## src/rtl/alu_pkg.sv

```systemverilog
// alu_pkg: shared constants for the ALU and the alu_arbiter slice.
//   WIDTH / CTR_W : datapath and control-code widths
//   ALU_*         : ALU control codes
//   req_id_t      : requester ids (REQ_EX = execute issue, REQ_BR = branch/address compare)
package alu_pkg;

    localparam int unsigned WIDTH = 32;
    localparam int unsigned CTR_W = 3;

    localparam logic [2:0] ALU_AND = 3'b000;
    localparam logic [2:0] ALU_OR  = 3'b001;
    localparam logic [2:0] ALU_ADD = 3'b010;
    localparam logic [2:0] ALU_SUB = 3'b110;
    localparam logic [2:0] ALU_SLT = 3'b111;

    typedef enum logic {
        REQ_EX = 1'b0,
        REQ_BR = 1'b1
    } req_id_t;

endpackage

```

## src/rtl/ALU.sv

```systemverilog
// ALU: combinational 32-bit ALU shared by the execute and branch paths.
//   S, T   : operands
//   Ctr    : control code (ALU_AND/OR/ADD/SUB/SLT); unknown codes give 0
//   Result : WIDTH-bit result, wraps on overflow, no carry out
module ALU #(
    parameter int unsigned WIDTH = alu_pkg::WIDTH,
    parameter int unsigned CTR_W = alu_pkg::CTR_W
) (
    input  logic [WIDTH-1:0] S,
    input  logic [WIDTH-1:0] T,
    input  logic [CTR_W-1:0] Ctr,
    output logic [WIDTH-1:0] Result
);
    import alu_pkg::*;

    always_comb begin
        Result = '0;
        case (Ctr)
            ALU_AND: Result = S & T;
            ALU_OR:  Result = S | T;
            ALU_ADD: Result = S + T;
            ALU_SUB: Result = S - T;
            // Signed compare, result is 0 or 1
            ALU_SLT: Result = {{(WIDTH-1){1'b0}}, ($signed(S) < $signed(T))};
            default: Result = '0;
        endcase
    end

endmodule

```

## src/rtl/rr_arbiter2.sv

```systemverilog
// rr_arbiter2: two-input round-robin arbiter.
//   clk, reset : rising-edge clock, synchronous active-high reset
//   valid[1:0] : request lines (bit N = requester N)
//   grant[1:0] : one-hot (or zero) grant, combinational from valid and last_grant;
//                forced to zero while reset is high
module rr_arbiter2 (
    input  logic       clk,
    input  logic       reset,
    input  logic [1:0] valid,
    output logic [1:0] grant
);
    import alu_pkg::*;

    req_id_t last_grant;

    always_comb begin
        grant = '0;
        if (!reset) begin
            case (valid)
                2'b01:   grant = 2'b01;
                2'b10:   grant = 2'b10;
                // Tie: favour whoever did not win last time
                2'b11:   grant = (last_grant == REQ_EX) ? 2'b10 : 2'b01;
                default: grant = '0;
            endcase
        end
    end

    // A grant always coincides with a handshake, since grant implies valid
    always_ff @(posedge clk) begin
        if (reset) begin
            last_grant <= REQ_BR;
        end else if (|grant) begin
            last_grant <= grant[1] ? REQ_BR : REQ_EX;
        end
    end

endmodule

```

## src/rtl/alu_arbiter.sv

```systemverilog
// alu_arbiter: shares one ALU between two requesters with round-robin grant.
//   clk, reset              : rising-edge clock, synchronous active-high reset
//   reqN_valid/ready        : request handshake for requester N (0 = execute, 1 = branch)
//   reqN_s, reqN_t, reqN_ctr: operands and ALU control code
//   rspN_valid              : one-cycle pulse, rsp_result belongs to requester N
//   rsp_result              : registered ALU result (holds when no new result)
//   busy                    : registered, an operation is in stage 1 or stage 2
// Pipeline: handshake loads stage 1, ALU runs off stage 1, stage 2 registers the result.
module alu_arbiter #(
    parameter int unsigned WIDTH = alu_pkg::WIDTH,
    parameter int unsigned CTR_W = alu_pkg::CTR_W
) (
    input  logic             clk,
    input  logic             reset,
    input  logic             req0_valid,
    output logic             req0_ready,
    input  logic [WIDTH-1:0] req0_s,
    input  logic [WIDTH-1:0] req0_t,
    input  logic [CTR_W-1:0] req0_ctr,
    input  logic             req1_valid,
    output logic             req1_ready,
    input  logic [WIDTH-1:0] req1_s,
    input  logic [WIDTH-1:0] req1_t,
    input  logic [CTR_W-1:0] req1_ctr,
    output logic             rsp0_valid,
    output logic             rsp1_valid,
    output logic [WIDTH-1:0] rsp_result,
    output logic             busy
);
    import alu_pkg::*;

    logic [1:0]       grant;
    logic             s1_valid;
    logic [WIDTH-1:0] s1_s;
    logic [WIDTH-1:0] s1_t;
    logic [CTR_W-1:0] s1_ctr;
    req_id_t          s1_owner;
    logic [WIDTH-1:0] alu_result;
    logic             s2_valid;
    req_id_t          s2_owner;

    rr_arbiter2 u_arb (
        .clk   (clk),
        .reset (reset),
        .valid ({req1_valid, req0_valid}),
        .grant (grant)
    );

    assign req0_ready = grant[0];
    assign req1_ready = grant[1];

    always_ff @(posedge clk) begin
        if (reset) begin
            s1_valid <= 1'b0;
            s1_s     <= '0;
            s1_t     <= '0;
            s1_ctr   <= '0;
            s1_owner <= REQ_EX;
        end else begin
            s1_valid <= |grant;
            if (grant[1]) begin
                s1_s     <= req1_s;
                s1_t     <= req1_t;
                s1_ctr   <= req1_ctr;
                s1_owner <= REQ_BR;
            end else if (grant[0]) begin
                s1_s     <= req0_s;
                s1_t     <= req0_t;
                s1_ctr   <= req0_ctr;
                s1_owner <= REQ_EX;
            end
        end
    end

    ALU #(
        .WIDTH (WIDTH),
        .CTR_W (CTR_W)
    ) u_alu (
        .S      (s1_s),
        .T      (s1_t),
        .Ctr    (s1_ctr),
        .Result (alu_result)
    );

    // busy is registered from the next-state of both stage valids so it
    // equals s1_valid | s2_valid without a combinational output path
    always_ff @(posedge clk) begin
        if (reset) begin
            s2_valid   <= 1'b0;
            s2_owner   <= REQ_EX;
            rsp_result <= '0;
            busy       <= 1'b0;
        end else begin
            s2_valid <= s1_valid;
            s2_owner <= s1_owner;
            busy     <= (|grant) | s1_valid;
            if (s1_valid) begin
                rsp_result <= alu_result;
            end
        end
    end

    assign rsp0_valid = s2_valid && (s2_owner == REQ_EX);
    assign rsp1_valid = s2_valid && (s2_owner == REQ_BR);

endmodule

```

## config.mk

```make
export PLATFORM = sky130hd
export DESIGN_NAME = alu_arbiter
export DESIGN_NICKNAME = d
export VERILOG_FILES = /design/src/rtl/alu_pkg.sv /design/src/rtl/ALU.sv /design/src/rtl/rr_arbiter2.sv /design/src/rtl/alu_arbiter.sv
export SDC_FILE = /design/constraint.sdc
export NUM_CORES = 1
export LEC_CHECK = 0
export CAP_MARGIN = 25
export CORE_MARGIN = 4
export CORE_UTILIZATION = 25
export DETAILED_ROUTE_END_ITERATION = 12
export PLACE_DENSITY = 0.45
export SLEW_MARGIN = 20
export SYNTH_ARGS = -nofsm -noshare
export SYNTH_HDL_FRONTEND = slang
export SYNTH_HIERARCHICAL = 1
export SYNTH_SLANG_ARGS = --single-unit
```

## constraint.sdc

```tcl
create_clock -name clk -period 3.55 [get_ports clk]
set_input_delay 0.355 -clock clk [delete_from_list [all_inputs] [get_ports clk]]
set_output_delay 0.355 -clock clk [all_outputs]
set_load 0.01 [all_outputs]
```

* After elaboration in Yosys (flattened, before gate mapping) *
Cells that the tools add are included.

word-level totals
  flip-flop bits (word level) = 105
  bits of input ports = 138
  output and inout port bits = 37
  logic and storage cells = 42

operators by class
  add/sub/neg operators = 2
  $lt $le $gt $ge = 1
  eq/ne operators = 7
  mux-type cells = 13
  bitwise logic cells = 4
  reduce and logical (&&, ||, !) cells = 5

operators with widths
  cell                                                  number
  case mux 32 bit (5 select lines)                      1
  two-way mux 32 bit                                    4
  adder 32 bit                                          1
  bitwise AND 32 bit                                    1
  < comparator 32 bit                                   1
  OR 32 bit                                             1
  subtractor 32 bit                                     1
  equality test 3 bit (second input constant)           2
  two-way mux 3 bit                                     2
  case mux 2 bit (3 select lines)                       1
  equality test 2 bit (second input constant)           2
  two-way mux 2 bit                                     2
  equality test 3 x 1 -> 1 bit (second input constant)  1
  equality test 3 x 2 -> 1 bit (second input constant)  1
  logical NOT 3 bit                                     1
  two-way mux 1 bit                                     3
  equality test 2 x 1 -> 1 bit (second input constant)  1
  logical AND 1 bit                                     2
  nonzero test 2 bit                                    1
  OR reduction 2 bit                                    1
  NOT 1 bit                                             1
  OR 1 bit                                              1

* Depth between registers and ports, before layout *
Gate-level depths: netlist (run 1).

  depth in word-level cells = 5
  depth in mapped cells = 14
  gate-level depth less buffers = 14

* By module *
The synthesis (run 1) kept the hierarchy.

modules (own cells, without submodules)
  module       times used  cells an instance  area an instance (µm²)  seq. area each (µm²)
  ALU          1           712                4938.5                  0.0
  alu_arbiter  1           418                4558.1                  2082.0
  rr_arbiter2  1           7                  57.6                    20.0

* Worst setup path after synthesis (run 1) *
Ideal clock, no wire load.

  path type = flip-flop to flip-flop
  from = reg s1_s[0]
  to = reg rsp_result[30]
  library setup time = 0.128 ns
  arrival = 3.120 ns
  required time = 3.422 ns
  path slack = 0.302 ns
  stages on the path, launching flop included = 15
  path buffers = 0
  clock period less this slack = 3.248 ns
  cell sequence = dfxtp_1 > inv_1 > ha_1 > fa_1 > o21ba_1 > or4_4 > a311oi_4 > o311a_4 > o31ai_4 > o21ai_2 > a41oi_2 > mux2i_1 > or3_1 > mux2i_1 > nor2_1

on the way
  longest elaborated chain between the ends = 2
  elaborated cells between the ends (all ways) = 3
  classes of those cells = add/sub (2); mux (1)

ends and longest elaborated chain
  what                                               line                  text
  start, declared                                    alu_arbiter.sv:34     logic [WIDTH-1:0] s1_s;
  start signal, assigned                             alu_arbiter.sv:62     s1_s <= req1_s;
  start signal, assigned                             alu_arbiter.sv:67     s1_s <= req0_s;
  subtractor 32 bit or adder 32 bit (tied branches)  ALU.sv:22, ALU.sv:21
  case mux 32 bit (5 select lines) *                 ALU.sv:18             case (Ctr)
  via alu_result[30]                                 alu_arbiter.sv:38     logic [WIDTH-1:0] alu_result;
  end signal, assigned                               alu_arbiter.sv:98     rsp_result <= alu_result;
  end, declared                                      alu_arbiter.sv:27     output logic [WIDTH-1:0] rsp_result,

Mark *: on every way through the listed nets, which the timed path passes. The rest lies on a longest branch.
A chain may end at the register's enable or synchronous reset.

* Worst setup path in the final report (run 1) *
  from = reg s1_s[0]
  to = reg rsp_result[20]

The elaborated chain is that of the path after synthesis.

==> results of run 1 <==
-- registers in the layout (all words and copies together), names as in the netlist, 3 cells and up --
| name | flops |
|---|---|
| rsp_result | 32 |
| s1_s | 32 |
| s1_t | 32 |
| s1_ctr | 3 |
-- worst reg2reg max path, cell delays in order (launching register included) --
cell	delay, ps
dfxtp_2	340
inv_2	50
ha_4	160
fa_2	370
o21ba_4	200
or4_4	550
a311oi_4	390
buf_4	190
a211oi_4	60
a211o_1	270
a211o_1	260
o211ai_2	80
xnor2_1	160
o221ai_2	110
mux2i_1	140
nor2_1	50
-- cell usage after synthesis (24+ instances only) --
cell	instances	share of area (%)
a21oi_1	70	3.7
a211oi_1	56	4.4
o21ai_0	34	1.8
dfxtp_1	105	22
clkbuf_1	35	1.4
o22ai_1	24	1.6
mux2i_1	105	11
nand2_1	39	1.5
nor2b_1	80	5.2
nor2_1	79	3.1
ha_1	98	13
inv_1	102	4.0
-- per-stage QoR --
| step | worst slack, ps | cells | hold slack [ps] | setup TNS [ps] | power, mW |
|---|---|---|---|---|---|
| CTS | 0.201 | 1829 | 331 | 0 | 4.20 |
| finish | 40.4 | 1834 | 347 | 0 | 4.18 |
| global route | -146 | 1834 | 361 | -482 | 4.45 |
| floorplan | 302 | 1137 | 439 | 0 | 2.45 |
| detailed placement | 23.6 | 1814 | 459 | 0 | 3.03 |
| global placement | 79.2 | 1814 | 458 | 0 | 3.04 |
-- path summary, 6_finish.rpt --
kind	from	to	slack, ps
min reg2reg	s1_owner	s2_owner	470
max	s1_s[0]	rsp_result[20]	40
min	reset	s1_s[4]	350
max reg2reg	s1_s[0]	rsp_result[20]	40
-- per-layer routing --
| metal | vias up | routed length [um] | GRT usage (%) |
|---|---|---|---|
| met5 | - | 0 | 0 |
| li1 | 4404 | - | - |
| met4 | 0 | 622 | 4.77 |
| met3 | 34 | 1440 | 2.73 |
| met2 | 207 | 13500 | 22.7 |
| met1 | 3989 | 16500 | 22.4 |
-- cell families (layout without fill, tap and decap cells) --
kind of cell	Yosys count	after routing
muxes	105	105
adders and majority gates	100	100
DFF	105	105
xor gates and xnor gates	27	27
and+or+nand+nor	286	286
AOI/OAI and AO/OA	332	332
buffers and inverters	182	368
-- repair_timing --
| action | CTS | global route |
|---|---|---|
| setup endpoints to repair | 0 | 11 |
| setup buffers | 0 | 5 |
| resized for setup | 0 | 18 |
| hold buffers | 0 | 0 |
-- power groups by stage --
| stage | sequential, mW | combinational (mW) | clock [mW] |
|---|---|---|---|
| 6_report | 1.33 | 1.71 | 1.13 |
| 5_1_grt | 1.35 | 1.89 | 1.22 |
| 4_1_cts | 1.33 | 1.68 | 1.18 |
| 3_5_place_dp | 1.36 | 1.67 | 0 |
| 3_3_place_gp | 1.36 | 1.68 | 0 |
| 2_1_floorplan | 1.34 | 1.11 | 0 |
-- cell type report --
cell class	instances	share of cell area, %
multi-input combinational	850	53.2
timing repair buffer	249	18.8
sequential	105	17.0
tap	511	5.17
inverter	104	3.16
clock buffer	10	1.93
clock inverter	5	0.648
==> impl_metrics.ini, run 1 <==
[global_route]
grt_overflow = 0
number_of_global_route_vias_before_repair = 8850
global_route_total_usage_across_every_layer_pct = 15.3
grt_start_max_net_pins = 56
grt_antenna_before_repair = 0
first_pass_grt_wire_length_um = 50400

[worst_setup_path]
critical_path.endpoint_type = flop
timing.critical_path.buf_inv = 2
critical_path.slowest_cell = or4_4
slowest_delay_ps = 550
timing.critical_path.depth = 15
criticalPathCategory = flop to flop
required_ps = 3790
worstPathMaxFanout = 3
worstPathCellList = inv_2 -> ha_4 -> fa_2 -> o21ba_4 -> or4_4 -> a311oi_4 -> buf_4 -> a211oi_4 -> a211o_1 -> a211o_1 -> o211ai_2 -> xnor2_1 -> o221ai_2 -> mux2i_1 -> nor2_1
critPathMostFrequentCell = a211o_1
cp_top_family = compound AO/OA/AOI/OAI gates
cp-start-kind = flop
ff2ff_path_depth = 15
timing.critical_path.arrival_ps = 3750

[run_status]
outcome = completed

[cells_and_area]
post-route-cell-area_um2 = 12400
n_fill_cell = 3998
num-nets-final = 1557
multi_input_comb_area_um2 = 6580
layout_common_cells = 173 x clkdlybuf4s50_1, 105 x mux2i_1, 101 x dfxtp_1, 101 x inv_1, 95 x ha_1
n_antenna_cell = 0
mostFrequentLayoutCell = clkdlybuf4s50_1
ff_latch_area_um2 = 2110
area_delta_synth_final_pct = 29.4
postLayoutCoreUtil_pct = 32.8
layout-drive-gt1-share_pct = 11.8

[floorplanning]
fp.dieH_um = 203
core_footprint_um2 = 37700
initial_standard_cell_utilization_of_the_core_pct = 25.4
die_width_um = 203
design.portCount = 175
total_die_area_um2 = 41400
fp-row-count = 71

[power]
sw_frac_of_total_pct = 35.9
portion_of_total_power_attributed_to_combinational_logic_pct = 41.0
peakVddDrop_v = 0.000246
p_switching_mw = 1.50
power.sequential.fraction_pct = 31.9
power.leakage_nw = 4.69
power-per-cell-area_nw_per_um2 = 338
clock_power_share_pct = 27.1
internal_power_mw = 2.68

[place]
dpl.hpwl_um = 24600
gpl.final_weighted_congestion = 0.897
post_place_cell_area_um2 = 11900
placement.io_buffers = 174

[cts]
clkSlewWorstSetupHoldPaths_ps = 80
clock_tree.buffer_depth = 2
cts_buffers = 9
clk-insertion-delay-late_ps = 380
ctsHtreeMaxLevel = 3
numClockSinks = 105
cts_tree = done
cts-root-buf = clkbuf_16

[routing]
vias = 8634
drt_pre_antenna_iters = 7
vias_per_cell = 4.71
postRouteAntennaNets = 0
post_drt_wl_per_cell_um = 17.5
detail_route.iter0.violations = 343
drcViolationCount = 0
route.final.wire_length_um = 32100

[timing]
period_minus_slack_ps = 3510
timing.final.crit_share_pct = 98.9
hold_violations = 0
drv_slew = 0
setup_violations = 0
slew_headroom_pct = 34.4
rsz0062_at_grt = true
max_freq_ghz = 0.285
fin_skew_ps = 12.0
max_slew.worst_pin.slew_ps = 982

[logic_synthesis]
synth_sequential_area_ratio_pct = 22.0
synth-warning-count = 6
synth_simple_gate_area_share_pct = 15.5
synth.area.mux_share_pct = 11.0
synth_async_sr_flop_share_pct = 0
post_synth_inst_count = 1137
synth-compound-area-share_pct = 25.7
synthesis.nets = 1375
yosys_most_used_dff = dfxtp_1
synth_top_family_by_area = compound AO/OA/AOI/OAI gates
synth_cell_type_count = 82
syn-mean-instance-area_um2 = 8.40
postSynthRegisterBits = 105
synth-adder-area-share_pct = 13.3
synth_area_um2 = 9550
number_of_synthesized_flops_with_an_enable_pin = 0
fraction_of_synthesized_cell_area_in_xor_and_xnor_cells_pct = 2.48

[run]
cap_violations = 0

[hold_path]
holdCritPathClass = input pin to flop
timing.hold.worst_path_depth = 2
Note: power is estimated with default switching activity, not from simulation.
==> run 2, diff against run 1 <==
==> constraint.sdc (replaced) <==
create_clock -name clk -period 3.55 [get_ports clk]
set_input_delay 0.5325 -clock clk [delete_from_list [all_inputs] [get_ports clk]]
set_output_delay 0.5325 -clock clk [all_outputs]
set_load 0.01 [all_outputs]
==> run 2 against run 1 <==
  * Critical path depth is 1 lower
  * Maximum frequency rose by 2.5%
  * Non-clock buffer count shrank 2
  * Routed wire length up 1.6%
  * Worst hold slack improved by 52 ps
  * Via count is 0.13% lower
  * Cell count about the same
  * Largest power group unchanged
  * Highest routed layer unchanged
==> impl_metrics.ini, run 2 (same netlist as run 1, synthesis figures left out) <==
[run_status]
outcome = completed

[floorplanning]
die_width_um = 203
design.portCount = 175
fp.dieH_um = 203
fp-row-count = 71
initial_standard_cell_utilization_of_the_core_pct = 25.4
total_die_area_um2 = 41400
core_footprint_um2 = 37700

[worst_setup_path]
critical_path.slowest_cell = or4_4
timing.critical_path.arrival_ps = 3660
critical_path.endpoint_type = flop
worstPathMaxFanout = 4
slowest_delay_ps = 460
ff2ff_path_depth = 14
cp-start-kind = flop
criticalPathCategory = flop to flop
required_ps = 3780
worstPathCellList = inv_1 -> ha_2 -> fa_2 -> o21ba_1 -> or4_4 -> a311oi_4 -> a211oi_2 -> a211o_1 -> a211o_1 -> o211ai_2 -> xnor2_1 -> o221ai_2 -> mux2i_1 -> nor2_1
critPathMostFrequentCell = a211o_1

[routing]
drt_pre_antenna_iters = 4
post_drt_wl_per_cell_um = 17.8
drcViolationCount = 0
vias_per_cell = 4.70
detail_route.iter0.violations = 424
vias = 8623
postRouteAntennaNets = 0
route.final.wire_length_um = 32600

[cts]
cts_tree = done
clk-insertion-delay-late_ps = 380
clock_tree.buffer_depth = 2
clkSlewWorstSetupHoldPaths_ps = 80
numClockSinks = 105
cts-root-buf = clkbuf_16
ctsHtreeMaxLevel = 3
cts_buffers = 9

[global_route]
grt_overflow = 0
number_of_global_route_vias_before_repair = 8800
grt_start_max_net_pins = 71
global_route_total_usage_across_every_layer_pct = 15.5
first_pass_grt_wire_length_um = 51200
grt_antenna_before_repair = 0

[timing]
finalWorstSetupSlack_ps = 125
timing.final.crit_share_pct = 96.5
period_minus_slack_ps = 3420
hold_violations = 0
rsz0062_at_grt = true
slew_headroom_pct = 31.6
max_freq_ghz = 0.292
drv_slew = 0
fin_skew_ps = 12.4
setup_violations = 0
max_slew.worst_pin.slew_ps = 1020

[cells_and_area]
layout-drive-gt1-share_pct = 11.5
finalNonFillerCells = 1833
num-nets-final = 1555
top_regs = rsp_result: 32 flops, s1_s: 32 flops, s1_t: 32 flops
layout_common_cells = 173 x clkdlybuf4s50_1, 105 x mux2i_1, 102 x dfxtp_1, 102 x inv_1, 97 x ha_1
area_delta_synth_final_pct = 28.8
mostFrequentLayoutCell = clkdlybuf4s50_1
n_antenna_cell = 0
n_fill_cell = 4010

[run]
cap_violations = 0

[power]
power-per-cell-area_nw_per_um2 = 336
total_power_of_the_final_layout_mw = 4.13
peakVddDrop_v = 0.000230
power.leakage_nw = 4.68

[place]
post-place-cells = 1814
dpl.hpwl_um = 24600
gpl.final_weighted_congestion = 0.885
placement.io_buffers = 174
dp_slack_ps = 27.0

[hold_path]
holdCritPathClass = input pin to flop
timing.hold.worst_path_depth = 2
## run 2: cell types whose count changed in the layout (fill, tap and decap cells not counted), moves of 2 or more
cell,before,now
buf_4,74,72
clkinv_4,0,2
ha_1,95,97
inv_6,0,2
## run 2: area by class of cell
type                    instances  area (um^2)  share of cell area [%]
repair buffers                247         2310                    18.8
inverters                     104          390                    3.17
flip-flops and latches        105         2110                    17.1
multi-input cells             850         6560                    53.3
clock inverters                 7         77.6                   0.630
well taps                     511          639                    5.19
clock buffers                   9          225                    1.83
## run 2: metal layers
layer	track usage, %	routed length (um)
met1	23.0	16900
met3	2.70	1330
met2	23.0	13700
met4	4.22	575
met5	0	0
## run 2: worst max-delay path: cells and delay by family, from the launching register on
family                   cells  cell delay [ps]
AO/OA/AOI/OAI                7             1500
XOR/XNOR                     1              170
adder cells (fa/ha/maj)      2              550
buffers and inverters        1               60
flip-flops                   1              340
multiplexers                 1              140
AND/OR/NAND/NOR              2              510
## run 2: metrics by stage
step / cell area [um^2] / utilization (%) / hold WS, ps / TNS [ps]
after floorplan: 9550 / - / 439 / 0
after global placement: 11900 / 31.6 / 453 / 0
after detailed placement: 11900 / 31.7 / 454 / 0
after CTS: 12200 / 32.5 / 379 / 0
after global routing: 12300 / 32.7 / 399 / -101
final: 12300 / 32.7 / 399 / 0
## run 2: path summary, 6_finish.rpt
kind	startpoint	to	slack (ps)
max	s1_s[0]	rsp_result[20]	130
min	reset	u_arb/last_grant	400
max reg2reg	s1_s[0]	rsp_result[20]	130
min reg2reg	s1_owner	s2_owner	460
## run 2: timing repair
action	in CTS	in global routing
pin swaps	0	5
buffers inserted	0	3
resized for setup	1	13
endpoints found under the setup margin	1	11
hold buffers	0	0
## run 2: where the power goes
part	internal (mW)	total [mW]	switching, mW	leakage, nW
clock network	0.555	1.09	0.535	0.146
logic	0.781	1.70	0.923	3.67
registers	1.26	1.34	0.0823	0.862
